==> src/rtl/bp_fe_mem_responder.sv <==
// FE memory-side responder: ITLB translation, one-line fetch buffer and line refill FSM.
// Accepts fetch / ITLB fill / ITLB fence commands and answers each fetch one cycle later.
package bp_fe_mem_pkg;

  localparam int vaddr_width_gp       = 39;
  localparam int paddr_width_gp       = 32;
  localparam int page_offset_width_gp = 12;
  localparam int vtag_width_gp        = vaddr_width_gp - page_offset_width_gp;
  localparam int ptag_width_gp        = paddr_width_gp - page_offset_width_gp;
  localparam int instr_width_gp       = 32;

  localparam logic [1:0] priv_u_gp = 2'b00;
  localparam logic [1:0] priv_s_gp = 2'b01;
  localparam logic [1:0] priv_m_gp = 2'b11;

  typedef enum logic [1:0] {
    e_op_fetch     = 2'd0,
    e_op_tlb_fill  = 2'd1,
    e_op_tlb_fence = 2'd2
  } bp_fe_mem_op_e;

  typedef struct packed {
    logic [ptag_width_gp-1:0] ptag;
    logic                     u;
    logic                     x;
  } bp_fe_pte_entry_s;

  typedef struct packed {
    logic [vtag_width_gp-1:0] vtag;
    bp_fe_pte_entry_s         entry;
  } bp_fe_fill_operands_s;

  localparam int operand_width_gp = $bits(bp_fe_fill_operands_s);

  typedef struct packed {
    logic [operand_width_gp-vaddr_width_gp-1:0] pad;
    logic [vaddr_width_gp-1:0]                  vaddr;
  } bp_fe_fetch_operands_s;

  typedef union packed {
    bp_fe_fetch_operands_s fetch;
    bp_fe_fill_operands_s  fill;
  } bp_fe_operands_u;

  typedef struct packed {
    bp_fe_mem_op_e   op;
    bp_fe_operands_u operands;
  } bp_fe_mem_cmd_s;

  typedef struct packed {
    logic [instr_width_gp-1:0] data;
    logic                      itlb_miss;
    logic                      instr_page_fault;
    logic                      instr_access_fault;
    logic                      icache_miss;
  } bp_fe_mem_resp_s;

  localparam int mem_cmd_width_gp  = $bits(bp_fe_mem_cmd_s);
  localparam int mem_resp_width_gp = $bits(bp_fe_mem_resp_s);

endpackage

module bp_fe_mem_responder
  import bp_fe_mem_pkg::*;
#(
  parameter int                        itlb_els_p   = 4,
  parameter int                        line_width_p = 512,
  parameter logic [paddr_width_gp-1:0] fetch_base_p = 32'h8000_0000
) (
  input  logic                         clk_i,
  input  logic                         reset_i,
  input  logic [mem_cmd_width_gp-1:0]  mem_cmd_i,
  input  logic                         mem_cmd_v_i,
  output logic                         mem_cmd_yumi_o,
  input  logic [1:0]                   mem_priv_i,
  input  logic                         mem_translation_en_i,
  input  logic                         mem_poison_i,
  output logic [mem_resp_width_gp-1:0] mem_resp_o,
  output logic                         mem_resp_v_o,
  output logic [paddr_width_gp-1:0]    fill_req_addr_o,
  output logic                         fill_req_v_o,
  input  logic                         fill_req_ready_i,
  input  logic [line_width_p-1:0]      fill_data_i,
  input  logic                         fill_data_v_i
);

  localparam int line_offset_lp    = $clog2(line_width_p / 8);
  localparam int line_tag_width_lp = paddr_width_gp - line_offset_lp;
  localparam int ptr_width_lp      = (itlb_els_p > 1) ? $clog2(itlb_els_p) : 1;

  typedef enum logic [1:0] {e_ready, e_req, e_wait} state_e;

  state_e state_r, state_n;

  bp_fe_mem_cmd_s       mem_cmd;
  bp_fe_fill_operands_s fill_op;
  logic [vaddr_width_gp-1:0] fetch_vaddr;
  logic [vtag_width_gp-1:0]  fetch_vtag;

  assign mem_cmd     = bp_fe_mem_cmd_s'(mem_cmd_i);
  assign fill_op     = mem_cmd.operands.fill;
  assign fetch_vaddr = mem_cmd.operands.fetch.vaddr;
  assign fetch_vtag  = fetch_vaddr[vaddr_width_gp-1:page_offset_width_gp];

  logic fetch_yumi, fill_yumi, fence_yumi;
  assign fetch_yumi = ~reset_i & mem_cmd_v_i & (mem_cmd.op == e_op_fetch) & (state_r == e_ready);
  assign fill_yumi  = ~reset_i & mem_cmd_v_i & (mem_cmd.op == e_op_tlb_fill);
  assign fence_yumi = ~reset_i & mem_cmd_v_i & (mem_cmd.op == e_op_tlb_fence);
  assign mem_cmd_yumi_o = fetch_yumi | fill_yumi | fence_yumi;

  // ITLB: valids and round-robin pointer are reset, tag/entry storage is not
  logic [itlb_els_p-1:0]    tlb_v_r;
  logic [vtag_width_gp-1:0] tlb_vtag_r  [itlb_els_p];
  bp_fe_pte_entry_s         tlb_entry_r [itlb_els_p];
  logic [ptr_width_lp-1:0]  rr_ptr_r, fill_idx, wr_idx;
  logic                     cam_hit, fill_present;
  bp_fe_pte_entry_s         cam_entry;

  // NOTE: every always_comb output gets a default first so no path leaves it unassigned (no latch).
  always_comb begin
    cam_hit      = 1'b0;
    cam_entry    = '0;
    fill_present = 1'b0;
    fill_idx     = '0;
    for (int i = 0; i < itlb_els_p; i++) begin
      if (tlb_v_r[i] && (tlb_vtag_r[i] == fetch_vtag)) begin
        cam_hit   = 1'b1;
        cam_entry = tlb_entry_r[i];
      end
      if (tlb_v_r[i] && (tlb_vtag_r[i] == fill_op.vtag)) begin
        fill_present = 1'b1;
        fill_idx     = ptr_width_lp'(i);
      end
    end
  end

  assign wr_idx = fill_present ? fill_idx : rr_ptr_r;

  // NOTE: state registers use non-blocking assignments so every flop samples pre-edge values.
  always_ff @(posedge clk_i or posedge reset_i) begin
    if (reset_i) begin
      tlb_v_r  <= '0;
      rr_ptr_r <= '0;
    end else if (fence_yumi) begin
      tlb_v_r <= '0;
    end else if (fill_yumi) begin
      tlb_v_r[wr_idx] <= 1'b1;
      if (!fill_present)
        rr_ptr_r <= (rr_ptr_r == ptr_width_lp'(itlb_els_p - 1)) ? '0 : rr_ptr_r + 1'b1;
    end
  end

  // NOTE: storage arrays carry no reset; their valid bits alone decide whether contents are used.
  always_ff @(posedge clk_i) begin
    if (fill_yumi) begin
      tlb_vtag_r[wr_idx]  <= fill_op.vtag;
      tlb_entry_r[wr_idx] <= fill_op.entry;
    end
  end

  // Stage 1: the fetch as it looked in the cycle it was accepted
  logic                      s1_v_r;
  logic [paddr_width_gp-1:0] s1_paddr_r;
  logic                      s1_trans_r, s1_hit_r, s1_u_r, s1_x_r;
  logic [1:0]                s1_priv_r;
  logic [paddr_width_gp-1:0] fetch_paddr;

  assign fetch_paddr = mem_translation_en_i
                     ? {cam_entry.ptag, fetch_vaddr[page_offset_width_gp-1:0]}
                     : fetch_vaddr[paddr_width_gp-1:0];

  logic [line_width_p-1:0]      line_r;
  logic [line_tag_width_lp-1:0] line_tag_r, fill_tag_r;
  logic                         line_v_r, line_we;

  bp_fe_mem_resp_s resp;
  logic            page_fault, line_hit, start_fill;

  assign page_fault = s1_hit_r & (~s1_x_r | ((s1_priv_r == priv_u_gp) & ~s1_u_r)
                                          | ((s1_priv_r == priv_s_gp) &  s1_u_r));
  assign line_hit   = line_v_r & (line_tag_r == s1_paddr_r[paddr_width_gp-1:line_offset_lp]);

  always_comb begin
    resp = '0;
    if (s1_trans_r && !s1_hit_r)           resp.itlb_miss          = 1'b1;
    else if (page_fault)                   resp.instr_page_fault   = 1'b1;
    else if (s1_paddr_r < fetch_base_p)    resp.instr_access_fault = 1'b1;
    else if (!line_hit)                    resp.icache_miss        = 1'b1;
    else resp.data = line_r[{s1_paddr_r[line_offset_lp-1:2], 5'd0} +: instr_width_gp];
  end

  assign mem_resp_o   = s1_v_r ? resp : '0;
  assign mem_resp_v_o = s1_v_r & ~mem_poison_i;
  assign start_fill   = mem_resp_v_o & resp.icache_miss & (state_r == e_ready);

  always_ff @(posedge clk_i or posedge reset_i) begin
    if (reset_i) s1_v_r <= 1'b0;
    else         s1_v_r <= fetch_yumi & ~start_fill;
  end

  always_ff @(posedge clk_i) begin
    if (fetch_yumi) begin
      s1_paddr_r <= fetch_paddr;
      s1_trans_r <= mem_translation_en_i;
      s1_hit_r   <= mem_translation_en_i & cam_hit;
      s1_u_r     <= cam_entry.u;
      s1_x_r     <= cam_entry.x;
      s1_priv_r  <= mem_priv_i;
    end
  end

  always_comb begin
    state_n      = state_r;
    fill_req_v_o = 1'b0;
    line_we      = 1'b0;
    case (state_r)
      e_ready: if (start_fill) state_n = e_req;
      e_req: begin
        fill_req_v_o = 1'b1;
        if (fill_req_ready_i) state_n = e_wait;
      end
      e_wait: if (fill_data_v_i) begin
        line_we = 1'b1;
        state_n = e_ready;
      end
      default: state_n = e_ready;
    endcase
  end

  always_ff @(posedge clk_i or posedge reset_i) begin
    if (reset_i) begin
      state_r  <= e_ready;
      line_v_r <= 1'b0;
    end else begin
      state_r <= state_n;
      if (line_we) line_v_r <= 1'b1;
    end
  end

  always_ff @(posedge clk_i) begin
    if (start_fill) fill_tag_r <= s1_paddr_r[paddr_width_gp-1:line_offset_lp];
    if (line_we) begin
      line_r     <= fill_data_i;
      line_tag_r <= fill_tag_r;
    end
  end

  assign fill_req_addr_o = {fill_tag_r, {line_offset_lp{1'b0}}};

endmodule

==> config.mk <==
export PLATFORM = sky130hd
export DESIGN_NAME = bp_fe_mem_responder
export DESIGN_NICKNAME = d
export VERILOG_FILES = /design/src/rtl/bp_fe_mem_responder.sv
export SDC_FILE = /design/constraint.sdc
export NUM_CORES = 1
export LEC_CHECK = 0
export ABC_AREA = 1
export CORE_ASPECT_RATIO = 0.6
export CORE_MARGIN = 5
export CORE_UTILIZATION = 40
export CTS_CLUSTER_SIZE = 40
export DETAILED_ROUTE_END_ITERATION = 10
export GPL_TIMING_DRIVEN = 0
export PLACE_DENSITY = 0.65
export SLEW_MARGIN = 20
export SYNTH_ARGS = -nofsm -noshare
export SYNTH_HDL_FRONTEND = slang
export SYNTH_SLANG_ARGS = --single-unit
export TNS_END_PERCENT = 10
==> constraint.sdc <==
create_clock -name clk_i -period 17.75 [get_ports clk_i]
set_clock_uncertainty 0.1 [all_clocks]
set_input_delay 3.55 -clock clk_i [delete_from_list [all_inputs] [get_ports clk_i]]
set_output_delay 3.55 -clock clk_i [all_outputs]
set_load 0.01 [all_outputs]
### Word level (Yosys, flattened, before mapping)

Memory sizes are Yosys's and may differ from the RTL's.
Cells that the tools add are included.

| word-level totals | value |
|---|---|
| memory bits (writable) | 196 |
| memories kept | 2 |
| logic and storage cells | 125 |
| register bits | 612 |
| output and inout bits | 71 |
| input bits | 572 |

| cells by class | value |
|---|---|
| shift-type cells | 1 |
| muxes and demuxes | 43 |
| magnitude comparators | 3 |
| bitwise operators | 26 |
| add/subtract/negate cells | 1 |
| equality and inequality tests | 18 |
| reductions and logical operators | 17 |

Memories:

| name | words | width | read ports | clocked after memory_dff | wr ports | line | source |
|---|---|---|---|---|---|---|---|
| tlb_vtag_r | 4 | 27 | 4 | 0 | 1 | 113 | `logic [vtag_width_gp-1:0] tlb_vtag_r [itlb_els_p];` |
| tlb_entry_r | 4 | 22 | 4 | 0 | 1 | 114 | `bp_fe_pte_entry_s tlb_entry_r [itlb_els_p];` |

Operator list:

| operator | number |
|---|---|
| $shiftx 512x10->32 | 1 |
| $eq 27x27->1 | 8 |
| $mux 32 | 5 |
| $mux 22 | 4 |
| $mux 36 | 1 |
| $lt 32x32->1 const B | 1 |
| $eq 26x26->1 | 1 |
| $mux 1 | 20 |
| $mux 2 | 8 |
| $and 1x1->1 | 14 |
| $logic_and 1x1->1 | 10 |
| $mux 4 | 2 |
| $not 1->1 | 7 |
| $eq 2x1->1 const B | 3 |
| $eq 2x2->1 const B | 3 |
| $logic_not 2->1 | 3 |
| $ne 2x2->1 const B | 3 |
| $pmux 2 s3 | 1 |
| $reduce_and 3->1 | 2 |
| $or 1x1->1 | 4 |
| $or 4x4->4 | 1 |
| $lt 2x3->1 const B | 1 |
| $mux 3 | 1 |
| $add 2x1->2 const B | 1 |
| 4 further kinds | 4 |

### Logic depth before layout (Yosys ltp)

An unclocked memory read counts as a cell.

| logic depth | value |
|---|---|
| depth after elaboration | 15 |
| gate-level depth with buffers | 17 |

### Least setup slack after synthesis

OpenSTA, ideal clock, no wires.

| path | value |
|---|---|
| path type | input port to flip-flop |
| start point | in fill_data_v_i |
| end point | reg line_r[0] (enable) |
| data arrival time | 14024 ps |
| path slack | 2742 ps |
| cell stages on the path | 2 |
| library setup time | 885 ps |
| cell sequence | nand3_1 -> inv_1 |

| on the way | value |
|---|---|
| longest elaborated chain between the ends | 2 |

Ends and longest elaborated chain:

| what | line | source |
|---|---|---|
| from (decl) | 84 | `input logic fill_data_v_i` |
| $mux 1 | 222 | `e_wait: if (fill_data_v_i) begin` |
| $mux 1 | 216 | `case (state_r)` |
| named net line_we | 174 | `logic line_v_r, line_we;` |
| to (signal assigned) | 243 | `line_r <= fill_data_i;` |
| to (decl) | 172 | `logic [line_width_p-1:0] line_r;` |

The timed path passes the listed nets, and every way through them passes these cells.
A chain may end at the register's enable or synchronous reset.

### Final worst setup path

| path | value |
|---|---|
| start point | in reset_i |
| end point | out mem_cmd_yumi_o |

| on the way | value |
|---|---|
| longest elaborated chain between the ends | 6 |
| elaborated cells on any way between the ends | 8 |
| those cells by class | bitwise (8) |

Ends and longest elaborated chain:

| what | line | source |
|---|---|---|
| from (decl) | 71 | `input logic reset_i,` |
| $not 1->1 * | 106, 107, 108 |  |
| $and 1x1->1 * | 106, 107, 108 |  |
| $and 1x1->1 (2 in series) | 106 | `assign fetch_yumi = ~reset_i & mem_cmd_v_i & (mem_cmd.op == e_op_fetch) & (state_r == e_ready);` |
| $or 1x1->1 | 109 | `assign mem_cmd_yumi_o = fetch_yumi \| fill_yumi \| fence_yumi;` |
| $or 1x1->1 * | 109 |  |
| to (decl) | 74 | `output logic mem_cmd_yumi_o,` |

Mark *: on every way between the ends. The rest lies on a longest branch, timed or not.

==> reports/metrics.cfg <==
[floorplan]
core_um2=86000
row_count=83
chipHeight_um=239
start_util=0.405
die_footprint_um2=93300
number_of_ports_placed_on_the_die_boundary=643
chipWidth_um=391

[power_and_ir_drop]
vdd_ir_drop_max_v=0.0000615
power_leakage_nw=17.1
power_per_cell_area_nw_per_um2=91.9

[timing]
worstMarginPinSlew_ps=994
finalHoldViolCount=0
final-max-slew-violation-count=0
worst_slew_margin_rel=0.333
maxClockFrequency_ghz=0.101
setup-violations-final=0
final.hold.worst_slack_ps=353
timing.final.crit_period_ps=9930
min_period_over_period=0.559
unrepaired_setup_endpoints_after_global_routing=no

[global_routing]
grt_pass1_wl_um=191000
global_route.overflow_total=0
grtUsageTotal=0.295
vias_in_the_first_global_route=24300
grt_start_max_net_pins=101
grt_antenna_before_repair=42

[final_layout]
layout_common_cells=edfxtp_1, clkdlybuf4s50_1, nand2_1, inv_1, o21ai_0
final_nets=4245
final_util=0.532
drive_gt1_frac=0.0888
commonest_non_fill_non_tap_cell_in_the_layout=edfxtp_1
synth_to_layout_area_growth_pct=31.2

[status]
run_status=completed

[critical_path]
worst_path_largest_cell_delay_ps=710
data_required_time_at_the_worst_endpoint_ps=14100
crit_family=buffers and inverters
critPathCaptureType=primary output
critical_path.startpoint_type=input port
cp_slowest_cell=nor3_1
cp_common_cell=clkdlybuf4s50_1
worstPathCellList=clkdlybuf4s50_1 -> inv_1 -> nand2_1 -> nor3_1 -> or3_1 -> clkdlybuf4s50_1
worstSetupPathType=in -> out
worst-path-max-fanout=11
cp.arrival_ps=6280
crit_buf_inv=3

[clock_network]
clk-insertion-delay-late_ps=680
post_cts_buffers=0
clk_path_buf_depth=3
cts_tree=done
cts_root_buffer=clkbuf_16
cts_made_buffers=79
clkTransAtPathRegs_ps=70
total_of_hold_buffers_inserted_after_clock_tree_synthesis=0
clkSinkCount=806
cts_htree_levels=3
cts_repair_resize_count=0

[placed_design]
detailedPlacementHpwl_um=110000
place_congestion=0.971
port-buffer-count=636

[route]
drt-initial-drc-count=3699
wire_per_inst_um=29.0
drt_wl_total_um=143000
final_antenna_net_count=0
drt_pre_antenna_iters=5
vias_per_cell=5.38
route.vias.total=26500
drt_drc_violations_left=0

[logic_synthesis]
syn_area_um2=34900
synth_cells=2935
synth-seq-area-share=0.693
synthesis.yosys.warnings=0
async_flop_share=0.0124
synth_top_flop_cell=edfxtp_1
postSynthRegisterBits=806
synth_edf_count=796
syn_area_per_cell_um2=11.9
post_synth_num_cell_types=45

[min_path]
min_path_type=reg -> reg

[run]
timing.max_cap.violations=0

metrics by stage:
step / cells / power (W) / TNS (ps) / instance area (um2) / worst slack [ps]
2_1_floorplan: 2940 / 0.00226 / 0 / 34900 / 2740
3_3_place_gp: 4723 / 0.00247 / -1227590 / 42700 / -2450
3_5_place_dp: 4738 / 0.00247 / 0 / 43000 / 7840
4_1_cts: 4885 / 0.00422 / 0 / 45700 / 7840
5_1_grt: 4914 / 0.00432 / 0 / 45700 / 7740
6_report: 4917 / 0.00420 / 0 / 45700 / 7820
sequential cells by signal, summed over array words and instances (netlist names), 4 cells and up:
register	cells
line_r	512
tlb_vtag_r	108
fill_tag_r	26
s1_paddr_r	30
tlb_entry_r	88
line_tag_r	26
tlb_v_r	4
path summary, 6_finish.rpt:
path / from / endpoint / slack [ps] / depth (start not counted)
worst min-delay path: fill_tag_r[10] / line_tag_r[10] / 350 / 0
worst max register to register: state_r[0] / line_r[492] / 14150 / 7
min in group asynchronous: reset_i / state_r[1] / 3270 / 2
worst min register to register: fill_tag_r[10] / line_tag_r[10] / 350 / 0
max in group asynchronous: reset_i / rr_ptr_r[0] / 13740 / 2
worst max-delay path: reset_i / mem_cmd_yumi_o / 7820 / 6
cells by family (layout without fill, tap and decap cells):
family          after synthesis  after routing  share of synthesized area
simple gates                951            951                      0.111
flops                       806            806                      0.693
compound gates              510            510                     0.0770
buf+inv                     450           1248                     0.0563
mux                         158            158                     0.0474
xor+xnor                     58             58                     0.0146
fa+ha+maj                     1              1                   0.000359
other cells                   1             38                   0.000108
Yosys cell counts (19+ instances only):
cell / n / area (um2)
edfxtp_1: 796 / 23900
nand2_1: 623 / 2340
inv_1: 291 / 1090
o21ai_0: 228 / 1140
a21oi_1: 184 / 921
nor2_1: 160 / 601
mux2i_1: 101 / 1010
nand3_1: 88 / 440
o22ai_1: 67 / 419
mux2_2: 57 / 642
clkbuf_1: 49 / 184
xnor2_1: 45 / 394
buf_4: 41 / 308
buf_2: 27 / 135
nor2_2: 25 / 156
inv_2: 19 / 71.3
nand4_1: 19 / 119
power by group:
| group | internal [W] | switching, W |
|---|---|---|
| sequential | 0.00211 | 0.0000147 |
| combinational | 0.000156 | 0.000155 |
| clock | 0.000986 | 0.000776 |
cell type report:
| type | instances | area (um2) |
|---|---|---|
| clock inverters | 50 | 564 |
| flip-flops and latches | 806 | 24200 |
| clock buffers | 97 | 2080 |
| multi-input cells | 1684 | 8770 |
| diodes | 32 | 80.1 |
| inverters | 312 | 1190 |
| plain buffers | 138 | 785 |
| repair buffers | 651 | 6680 |
| fillers | 7558 | 40300 |
| well taps | 1147 | 1440 |
routing by layer:
| metal | vias up | routed length (um) | track usage |
|---|---|---|---|
| met5 | - | 93 | 0 |
| met4 | 12 | 3810 | 0.0828 |
| met3 | 190 | 17000 | 0.0876 |
| met2 | 1532 | 57500 | 0.394 |
| met1 | 13000 | 64000 | 0.459 |
| li1 | 11700 | - | - |
Power figures use the tool's default switching activity.
